--- src/rtl/alu_pkg.sv ---
// Shared ALU definitions: funct codes, sequencer states and decode helpers.
package alu_pkg;

  localparam int unsigned FN_W = 6;

  localparam logic [FN_W-1:0] FN_ADD = 6'd32;
  localparam logic [FN_W-1:0] FN_SUB = 6'd34;
  localparam logic [FN_W-1:0] FN_AND = 6'd36;
  localparam logic [FN_W-1:0] FN_OR  = 6'd37;

  typedef enum logic [1:0] {
    IDLE = 2'd0,
    RUN  = 2'd1,
    DONE = 2'd2
  } state_t;

  // True for the funct codes this ALU implements.
  function automatic logic is_legal_fn(input logic [FN_W-1:0] fn);
    return fn inside {FN_ADD, FN_SUB, FN_AND, FN_OR};
  endfunction

  // True for codes that use the carry chain.
  function automatic logic is_arith_fn(input logic [FN_W-1:0] fn);
    return fn inside {FN_ADD, FN_SUB};
  endfunction

endpackage

--- src/rtl/serial_alu_sequencer_if.sv ---
// Start/done request bus between decode and the serial ALU.
interface serial_alu_sequencer_if #(
  parameter int unsigned WIDTH = 32,
  parameter int unsigned CW    = 6
);
  logic             start;
  logic [CW-1:0]    ctl;
  logic [WIDTH-1:0] a;
  logic [WIDTH-1:0] b;
  logic             busy;
  logic             done;
  logic [WIDTH-1:0] result;
  logic             cout;
  logic             overflow;
  logic             zero;
  logic             illegal;

  modport master (
    output start, ctl, a, b,
    input  busy, done, result, cout, overflow, zero, illegal
  );

  modport slave (
    input  start, ctl, a, b,
    output busy, done, result, cout, overflow, zero, illegal
  );
endinterface

--- src/rtl/serial_alu_sequencer_bit_slice.sv ---
// One-bit ALU slice: full adder with optional b inversion, plus and/or.
module alu_bit_slice
  import alu_pkg::*;
(
  input  logic [FN_W-1:0] ctl,
  input  logic            ai,
  input  logic            bi,
  input  logic            invb,
  input  logic            cin,
  output logic            sum,
  output logic            cout
);

  logic bx;
  logic add_sum;

  // Adder path always computed; ctl selects which result leaves the slice.
  always_comb begin
    bx      = bi ^ invb;
    add_sum = ai ^ bx ^ cin;
    cout    = (ai & bx) | (cin & (ai ^ bx));
    case (ctl)
      FN_AND:  sum = ai & bi;
      FN_OR:   sum = ai | bi;
      default: sum = add_sum;
    endcase
  end

endmodule

--- src/rtl/serial_alu_sequencer.sv ---
// Bit-serial ALU controller: one slice, one bit per clock, LSB first.
module serial_alu_sequencer
  import alu_pkg::*;
#(
  parameter int unsigned WIDTH = 32,
  parameter int unsigned CW    = 6
) (
  input  logic                  clk,
  input  logic                  rst,
  serial_alu_sequencer_if.slave bus
);

  localparam int unsigned CNT_W = $clog2(WIDTH);

  state_t            state_q;
  state_t            state_d;
  logic [WIDTH-1:0]  a_q;
  logic [WIDTH-1:0]  b_q;
  logic [FN_W-1:0]   ctl_q;
  logic [CNT_W-1:0]  cnt_q;
  logic              carry_q;
  logic              invb_q;
  logic [WIDTH-2:0]  sh_q;
  logic [WIDTH-1:0]  result_q;
  logic              cout_q;
  logic              overflow_q;
  logic              zero_q;
  logic              busy_q;
  logic              done_q;
  logic              illegal_q;
  logic              busy_d;
  logic              done_d;
  logic              illegal_d;

  logic [FN_W-1:0]   fn_c;
  logic              legal_c;
  logic              open_c;
  logic              accept_c;
  logic              last_c;
  logic              arith_c;
  logic [WIDTH-1:0]  res_c;
  logic              slice_sum;
  logic              slice_cout;

  alu_bit_slice u_slice (
    .ctl  (ctl_q),
    .ai   (a_q[cnt_q]),
    .bi   (b_q[cnt_q]),
    .invb (invb_q),
    .cin  (carry_q),
    .sum  (slice_sum),
    .cout (slice_cout)
  );

  // Request decode and datapath helpers.
  always_comb begin
    fn_c     = FN_W'(bus.ctl);
    legal_c  = is_legal_fn(fn_c) && (CW'(fn_c) == bus.ctl);
    open_c   = (state_q == IDLE) || (state_q == DONE);
    accept_c = open_c && bus.start && legal_c;
    last_c   = (state_q == RUN) && (cnt_q == CNT_W'(WIDTH - 1));
    arith_c  = is_arith_fn(ctl_q);
    res_c    = {slice_sum, sh_q};
  end

  // State register and registered handshake outputs.
  always_ff @(posedge clk or posedge rst) begin
    if (rst) begin
      state_q   <= IDLE;
      busy_q    <= 1'b0;
      done_q    <= 1'b0;
      illegal_q <= 1'b0;
    end else begin
      state_q   <= state_d;
      busy_q    <= busy_d;
      done_q    <= done_d;
      illegal_q <= illegal_d;
    end
  end

  // Next-state logic; DONE may chain straight into another RUN.
  always_comb begin
    state_d = state_q;
    case (state_q)
      IDLE:    if (accept_c) state_d = RUN;
      RUN:     if (last_c) state_d = DONE;
      DONE:    state_d = accept_c ? RUN : IDLE;
      default: state_d = IDLE;
    endcase
  end

  // Next values of the handshake outputs.
  always_comb begin
    busy_d    = 1'b0;
    done_d    = 1'b0;
    illegal_d = 1'b0;
    busy_d    = (state_d == RUN);
    done_d    = (state_d == DONE);
    illegal_d = open_c && bus.start && !legal_c;
  end

  // Operand latch, bit-serial shift and final result/flag capture.
  always_ff @(posedge clk or posedge rst) begin
    if (rst) begin
      a_q        <= '0;
      b_q        <= '0;
      ctl_q      <= '0;
      cnt_q      <= '0;
      carry_q    <= 1'b0;
      invb_q     <= 1'b0;
      sh_q       <= '0;
      result_q   <= '0;
      cout_q     <= 1'b0;
      overflow_q <= 1'b0;
      zero_q     <= 1'b1;
    end else if (accept_c) begin
      a_q     <= bus.a;
      b_q     <= bus.b;
      ctl_q   <= fn_c;
      cnt_q   <= '0;
      carry_q <= (fn_c == FN_SUB);
      invb_q  <= (fn_c == FN_SUB);
    end else if (state_q == RUN) begin
      sh_q    <= res_c[WIDTH-1:1];
      carry_q <= slice_cout;
      cnt_q   <= cnt_q + CNT_W'(1);
      if (last_c) begin
        result_q   <= res_c;
        cout_q     <= arith_c & slice_cout;
        overflow_q <= arith_c & (carry_q ^ slice_cout);
        zero_q     <= (res_c == '0);
      end
    end
  end

  assign bus.busy     = busy_q;
  assign bus.done     = done_q;
  assign bus.illegal  = illegal_q;
  assign bus.result   = result_q;
  assign bus.cout     = cout_q;
  assign bus.overflow = overflow_q;
  assign bus.zero     = zero_q;

endmodule

--- src/flat_wrapper.sv ---
// flat-port wrapper written by rule: the top's interface ports become plain ports
module serial_alu_sequencer_flat import alu_pkg::*;
#(
  parameter int unsigned WIDTH = 32,
  parameter int unsigned CW    = 6
)
  (clk, rst, bus_start, bus_ctl, bus_a, bus_b, bus_busy, bus_done, bus_result, bus_cout, bus_overflow, bus_zero, bus_illegal);
  serial_alu_sequencer_if #(.WIDTH(WIDTH), .CW(CW)) bus_i ();
  input  logic clk;
  input  logic rst;
  input wire logic [$bits(bus_i.start)-1:0] bus_start;
  input wire logic [$bits(bus_i.ctl)-1:0] bus_ctl;
  input wire logic [$bits(bus_i.a)-1:0] bus_a;
  input wire logic [$bits(bus_i.b)-1:0] bus_b;
  output wire logic [$bits(bus_i.busy)-1:0] bus_busy;
  output wire logic [$bits(bus_i.done)-1:0] bus_done;
  output wire logic [$bits(bus_i.result)-1:0] bus_result;
  output wire logic [$bits(bus_i.cout)-1:0] bus_cout;
  output wire logic [$bits(bus_i.overflow)-1:0] bus_overflow;
  output wire logic [$bits(bus_i.zero)-1:0] bus_zero;
  output wire logic [$bits(bus_i.illegal)-1:0] bus_illegal;
  assign bus_i.start = bus_start;
  assign bus_i.ctl = bus_ctl;
  assign bus_i.a = bus_a;
  assign bus_i.b = bus_b;
  assign bus_busy = bus_i.busy;
  assign bus_done = bus_i.done;
  assign bus_result = bus_i.result;
  assign bus_cout = bus_i.cout;
  assign bus_overflow = bus_i.overflow;
  assign bus_zero = bus_i.zero;
  assign bus_illegal = bus_i.illegal;
  serial_alu_sequencer #(.WIDTH(WIDTH), .CW(CW)) u_core (.clk(clk), .rst(rst), .bus(bus_i));
endmodule
--- config.mk ---
export PLATFORM = sky130hd
export DESIGN_NAME = serial_alu_sequencer_flat
export DESIGN_NICKNAME = d
export VERILOG_FILES = /design/src/rtl/alu_pkg.sv /design/src/rtl/serial_alu_sequencer_if.sv /design/src/rtl/serial_alu_sequencer_bit_slice.sv /design/src/rtl/serial_alu_sequencer.sv /design/src/flat_wrapper.sv
export SDC_FILE = /design/constraint.sdc
export NUM_CORES = 1
export LEC_CHECK = 0
export CORE_ASPECT_RATIO = 0.9
export CORE_MARGIN = 1
export CORE_UTILIZATION = 45
export CTS_BUF_LIST = sky130_fd_sc_hd__clkbuf_2
export CTS_CLUSTER_SIZE = 16
export DETAILED_ROUTE_END_ITERATION = 7
export GPL_ROUTABILITY_DRIVEN = 0
export PLACE_DENSITY_LB_ADDON = 0.3
export SLEW_MARGIN = 40
export SYNTH_ARGS = -nofsm -noshare
export SYNTH_HDL_FRONTEND = slang
export SYNTH_SLANG_ARGS = --single-unit
--- constraint.sdc ---
create_clock -name clk -period 5.5 [get_ports clk]
set_input_delay 1.1 -clock clk [delete_from_list [all_inputs] [get_ports clk]]
set_output_delay 1.1 -clock clk [all_outputs]
set_load 0.005 [all_outputs]
* Word level (Yosys, flattened, before mapping)
Cells that the tools add are included.
** Storage, ports and cells
- Flip-flop bits (word level) :: 148
- Output and inout bits :: 38
** Cells by class
- Add/subtract/negate cells :: 1
- Magnitude comparators :: 1
- Equal/unequal tests :: 13
- Mux-type cells :: 13
- Bitwise logic cells :: 12
- Reduce and logical (&&, ||, !) cells :: 13
** Operators by type and width (count)
- 6-bit == test (second input constant) :: 8
- 32-bit zero test :: 1
- 1-bit binary-select mux with 5-bit select :: 2
- 5-bit 2-to-1 mux :: 2
- 5-bit by 6-bit < comparator with 1-bit output (second input constant) :: 1
- 2-bit case mux with 3 select lines :: 1
- 5-bit by 1-bit adder with 5-bit output (second input constant) :: 1
- 1-bit bitwise AND :: 5
- 5-bit == test (second input constant) :: 1
- 1-bit 2-to-1 mux :: 5
- 2-bit by 1-bit == test with 1-bit output (second input constant) :: 2
- 2-bit == test (second input constant) :: 2
- 1-bit logical AND :: 4
- 2-bit 2-to-1 mux :: 2
- 2-bit nonzero test :: 2
- 4-bit nonzero test :: 1
- 1-bit XOR :: 4
- 3-bit AND reduction :: 1
- 2-bit zero test :: 1
- 1-bit bitwise OR :: 2
- 1-bit case mux with 2 select lines :: 1
- 2-bit AND reduction :: 1
- 1-bit zero test :: 1
- 1-bit logical OR :: 1
- 1-bit NOT :: 1

* Logic depth before layout (Yosys ltp)
- Word-level depth :: 8
- Gate-level depth with buffers :: 11
- Mapped depth without buffers :: 9

* By module
From an unflattened synthesis, not the netlist that was laid out.
** Unflattened totals
- Cells, all modules :: 578
- Area, all modules :: 6441.2 µm²
** By module, submodules not included
- serial_alu_sequencer :: instances 1, cells an instance 568, area each 6361.1 µm², sequential area each 3704.8 µm²
- alu_bit_slice :: instances 1, cells an instance 10, area each 80.1 µm², sequential area each 0.0 µm²

* Least setup slack after synthesis
OpenSTA, ideal clock, no wires.
- Path kind :: flip-flop to flip-flop
- Start :: register u_core.cnt_q[0]
- End :: register u_core.zero_q, in the netlist u_core.bus.zero
- Library setup time :: 0.063 ns
- Arrival time :: 2.635 ns
- Data required time :: 5.437 ns
- Slack :: 2.802 ns
- Cell stages (with the launch flop) :: 11
- Path buffers :: 1
- Cell sequence :: dfrtp_1 buf_6 or3b_4 o221ai_1 a31oi_1 a22oi_2 xor2_1 fa_1 and2b_2 nor4_1 a32o_1
** On the way
- Cells in the longest elaborated chain, start to end :: 7
- Elaborated cells on any way between the ends :: 14
- Classes of those cells :: eq/ne (1); mux (5); bitwise (5); reduce/logical (3)
** RTL lines
- start: declaration :: line serial_alu_sequencer.sv:20 : logic [CNT_W-1:0] cnt_q;
- start signal: assignment :: line serial_alu_sequencer.sv:126 : cnt_q <= cnt_q + CNT_W'(1);
- 1-bit binary-select mux with 5-bit select :: line serial_alu_sequencer.sv:48 : .bi (b_q[cnt_q]),
- 1-bit 2-to-1 mux (not written as such) :: line serial_alu_sequencer.sv:48
- 1-bit XOR :: line serial_alu_sequencer_bit_slice.sv:19 : bx = bi ^ invb;
- 1-bit XOR (2 in series) :: line serial_alu_sequencer_bit_slice.sv:20 : add_sum = ai ^ bx ^ cin;
- 1-bit case mux with 2 select lines :: line serial_alu_sequencer_bit_slice.sv:22 : case (ctl)
- 32-bit zero test :: line serial_alu_sequencer.sv:131 : zero_q <= (res_c == '0);
- end signal: assignment :: line serial_alu_sequencer.sv:131
- end: declaration :: line serial_alu_sequencer.sv:27 : logic zero_q;
Several ways; a longest one is shown, not always the timed one. The select of a mux whose other input is x is not followed.
A chain may end at the register's enable or synchronous reset.

* Final worst setup path
- Start :: register u_core.cnt_q[1]
- End :: register u_core.zero_q, in the netlist u_core.bus.zero
The elaborated chain is that of the path after synthesis.

==> out/metrics.csv <==
metric,value,unit
crit-path leading delay family,flip-flops,
"Seq/Total Area, Yosys",58.5,%
Yosys reg bits,148,
final hold violation count,0,
Sw Ratio,35.3,%
Multi-input gate area,2440,um^2
Root Buffer,clkbuf_2,
worst-path maximum fanout,21,
Bufs and invs on worst path,0,
1st-iter DRT viols,320,
count of unique library cells instantiated by Yosys,52,
first-pass GRT wire length,22700,um
Die Ht,115,um
Core ar.,13500,um^2
fin crit share,59.7,%
fin crit period,3280,ps
CTS tree,yes,
Sink Count,148,
Setup WS pre-CTS,2290,ps
Crit Path Category,register to register,
Tot Pwr,0.00355,W
"antenna viol nets, final",0,
"Hold-fix buffers, CTS",0,
CP required,6170,ps
slew margin rel.,54.5,%
most frequent cells in the layout,"nand2_1, dfrtp_1, clkdlybuf4s50_1",
clock skew,34.2,ps
postcts setup bufs,0,
Max H-tree Level,4,
Gate power share,32.9,%
vias per cell,5.08,
crit path DAT,3950,ps
nets,803,
Peak Freq,0.305,GHz
Worst Tran Pin Value,682,ps
"Slew Viols, Final",0,
pwr dens,455,nW/um^2
cell count after synthesis,624,
Die W,127,um
mapped cell area,6330,um^2
effective utilization at floorplan,46.9,%
asr flop ratio synth,100,%
CP endpoint kind,register,
switching pwr,0.00125,W
Cell Int Power,0.00229,W
antenna violations before repair,1,
Max-cap violations,0,
drt total wl,13700,um
first-pass iteration count of the detailed router,4,
yosys warns,0,
vias,4617,
crit-path max cell delay,780,ps
GRT Util Overall,20.5,%
fin worst setup slack,2220,ps
sequential share of power,50.8,%
area post-placement,7550,um^2
synthesized area per cell,10.1,um^2
largest net degree at the start of global routing,123,
Fill cells,1148,
clock power share,16.3,%
"EDFF count, synth",0,
post_cts resized,0,
Clock Path Buffers,2,
I/O pin cnt,111,
Worst Setup Start Kind,register,
Sequential Area,3710,um^2
# rows,40,
area of the die,14500,um^2
Buffers on Ports,110,
top_reg_cell synth,dfrtp_1,
RSZ-0062 raised after global routing,no,
clock-pin slew on the worst setup and hold paths,200,ps
Final Cell Area,7800,um^2
HP Class,register to register,
outcome,"finished, final reports clean",
DRC,0,
static leakage,3.87,nW
fraction of layout instances using a drive strength above 1,11.6,%
syn nets,700,
"most common cell after layout, fill and taps aside",nand2_1,
CTS buffer count,17,
DP HPWL,9380,um
setup_tns,0,ps
post-DR wirelength/cell,15.1,um
worst hold slack,498,ps
number of global-route vias before repair,4662,
worst-path cell chain,mux4_2 -> o21ai_0 -> a22oi_2 -> xor2_1 -> fa_1 -> and2b_2 -> nor4_1 -> a32o_1,
"Clk Latency, worst-skew pair",720,ps
slowest cell on the critical path,dfrtp_2,
"Area growth, synth to finish",23.2,%
"Remaining Overflow, GRT",0,
Worst VDD drop,0.180,mV
final setup fails,0,
## power groups by stage
stage	Sequential, W	Combinational (W)	Clock [W]
after CTS	0.00180	0.00118	0.000590
after floorplan	0.00166	0.000934	0
final	0.00180	0.00117	0.000577
after global placement	0.00180	0.00111	0
after global routing	0.00186	0.00130	0.000638
after detailed placement	0.00182	0.00117	0
## final cells by class
cell class / instances / share of cell area, %
flip-flops and latches: 148 / 47.5
multi-input cells: 438 / 31.4
repair buffers: 116 / 15.2
well taps: 168 / 2.70
clock inverters: 13 / 1.49
clock buffers: 19 / 1.22
inverters: 6 / 0.449
diodes: 1 / 0.0321
## worst reg2reg max path, stage by stage (launching register included)
cell and delay, ps:
dfrtp_2 780, mux4_2 580, o21ai_0 290, a22oi_2 160, xor2_1 200, fa_1 430
and2b_2 230, nor4_1 350, a32o_1 210
## worst paths after layout
path                            slack [ps]  cells after the start                          endpoint                   startpoint
worst min-delay path                   500                      1       u_core.ctl_q[5]$_DFFE_PP0P_  u_core.ctl_q[5]$_DFFE_PP0P_
worst max-delay path                  2220                      8       u_core.bus.zero$_DFFE_PP1P_  u_core.cnt_q[1]$_DFFE_PP0P_
worst min register to register         500                      1       u_core.ctl_q[5]$_DFFE_PP0P_  u_core.ctl_q[5]$_DFFE_PP0P_
max in group asynchronous             3840                      3  u_core.bus.result[2]$_DFFE_PP0P_                          rst
min in group asynchronous              850                      2       u_core.sh_q[22]$_DFFE_PP0P_                          rst
worst max register to register        2220                      8       u_core.bus.zero$_DFFE_PP1P_  u_core.cnt_q[1]$_DFFE_PP0P_
## routing by layer
layer / part of all wire [%] / global-route usage, % / up-vias
li1: - / - / 2246
met4: 1.3 / 7.38 / 0
met2: 46 / 31.4 / 94
met1: 49 / 28.4 / 2261
met5: 0 / 0 / -
met3: 4.4 / 5.33 / 16
## cells by family (layout without fill, tap and decap cells)
logic type	Yosys count	after routing	share of synthesized area, %
multiplexers	57	57	11.4
AO/OA/AOI/OAI	29	29	3.75
other	0	1	0
buffers and inverters	38	154	3.04
flip-flops	148	148	58.5
adder cells (fa/ha/maj)	3	3	0.711
AND/OR/NAND/NOR	344	344	21.9
XOR/XNOR	5	5	0.692
## cells in the mapped netlist, types with 5 or more instances
cell type	count	area, um^2
a31oi_1	5	31.3
clkbuf_1	22	82.6
dfrtp_1	147	3680
inv_1	5	18.8
mux2_2	30	338
mux2i_1	19	190
nand2_1	303	1140
nor2_1	12	45.0
nor4_1	8	50.1
## flip-flops by register name, indices dropped and copies added (netlist names)
signal and count:
u_core.cnt_q 5, u_core.ctl_q 6, u_core.invb_q 1, u_core.carry_q 1, u_core.bus.busy 1, u_core.bus.done 1, u_core.state_q 2, u_core.b_q 32
u_core.bus.overflow 1, u_core.a_q 32, u_core.bus.cout 1, u_core.bus.zero 1, u_core.bus.illegal 1, u_core.bus.result 32, u_core.sh_q 31
## metrics by stage
step,utilization [%],std cells
final,57.7,909
after global routing,57.7,909
after CTS,57.4,907
after detailed placement,55.9,875
after global placement,55.6,874
after floorplan,-,624
Note: power is estimated with default switching activity, not from simulation.
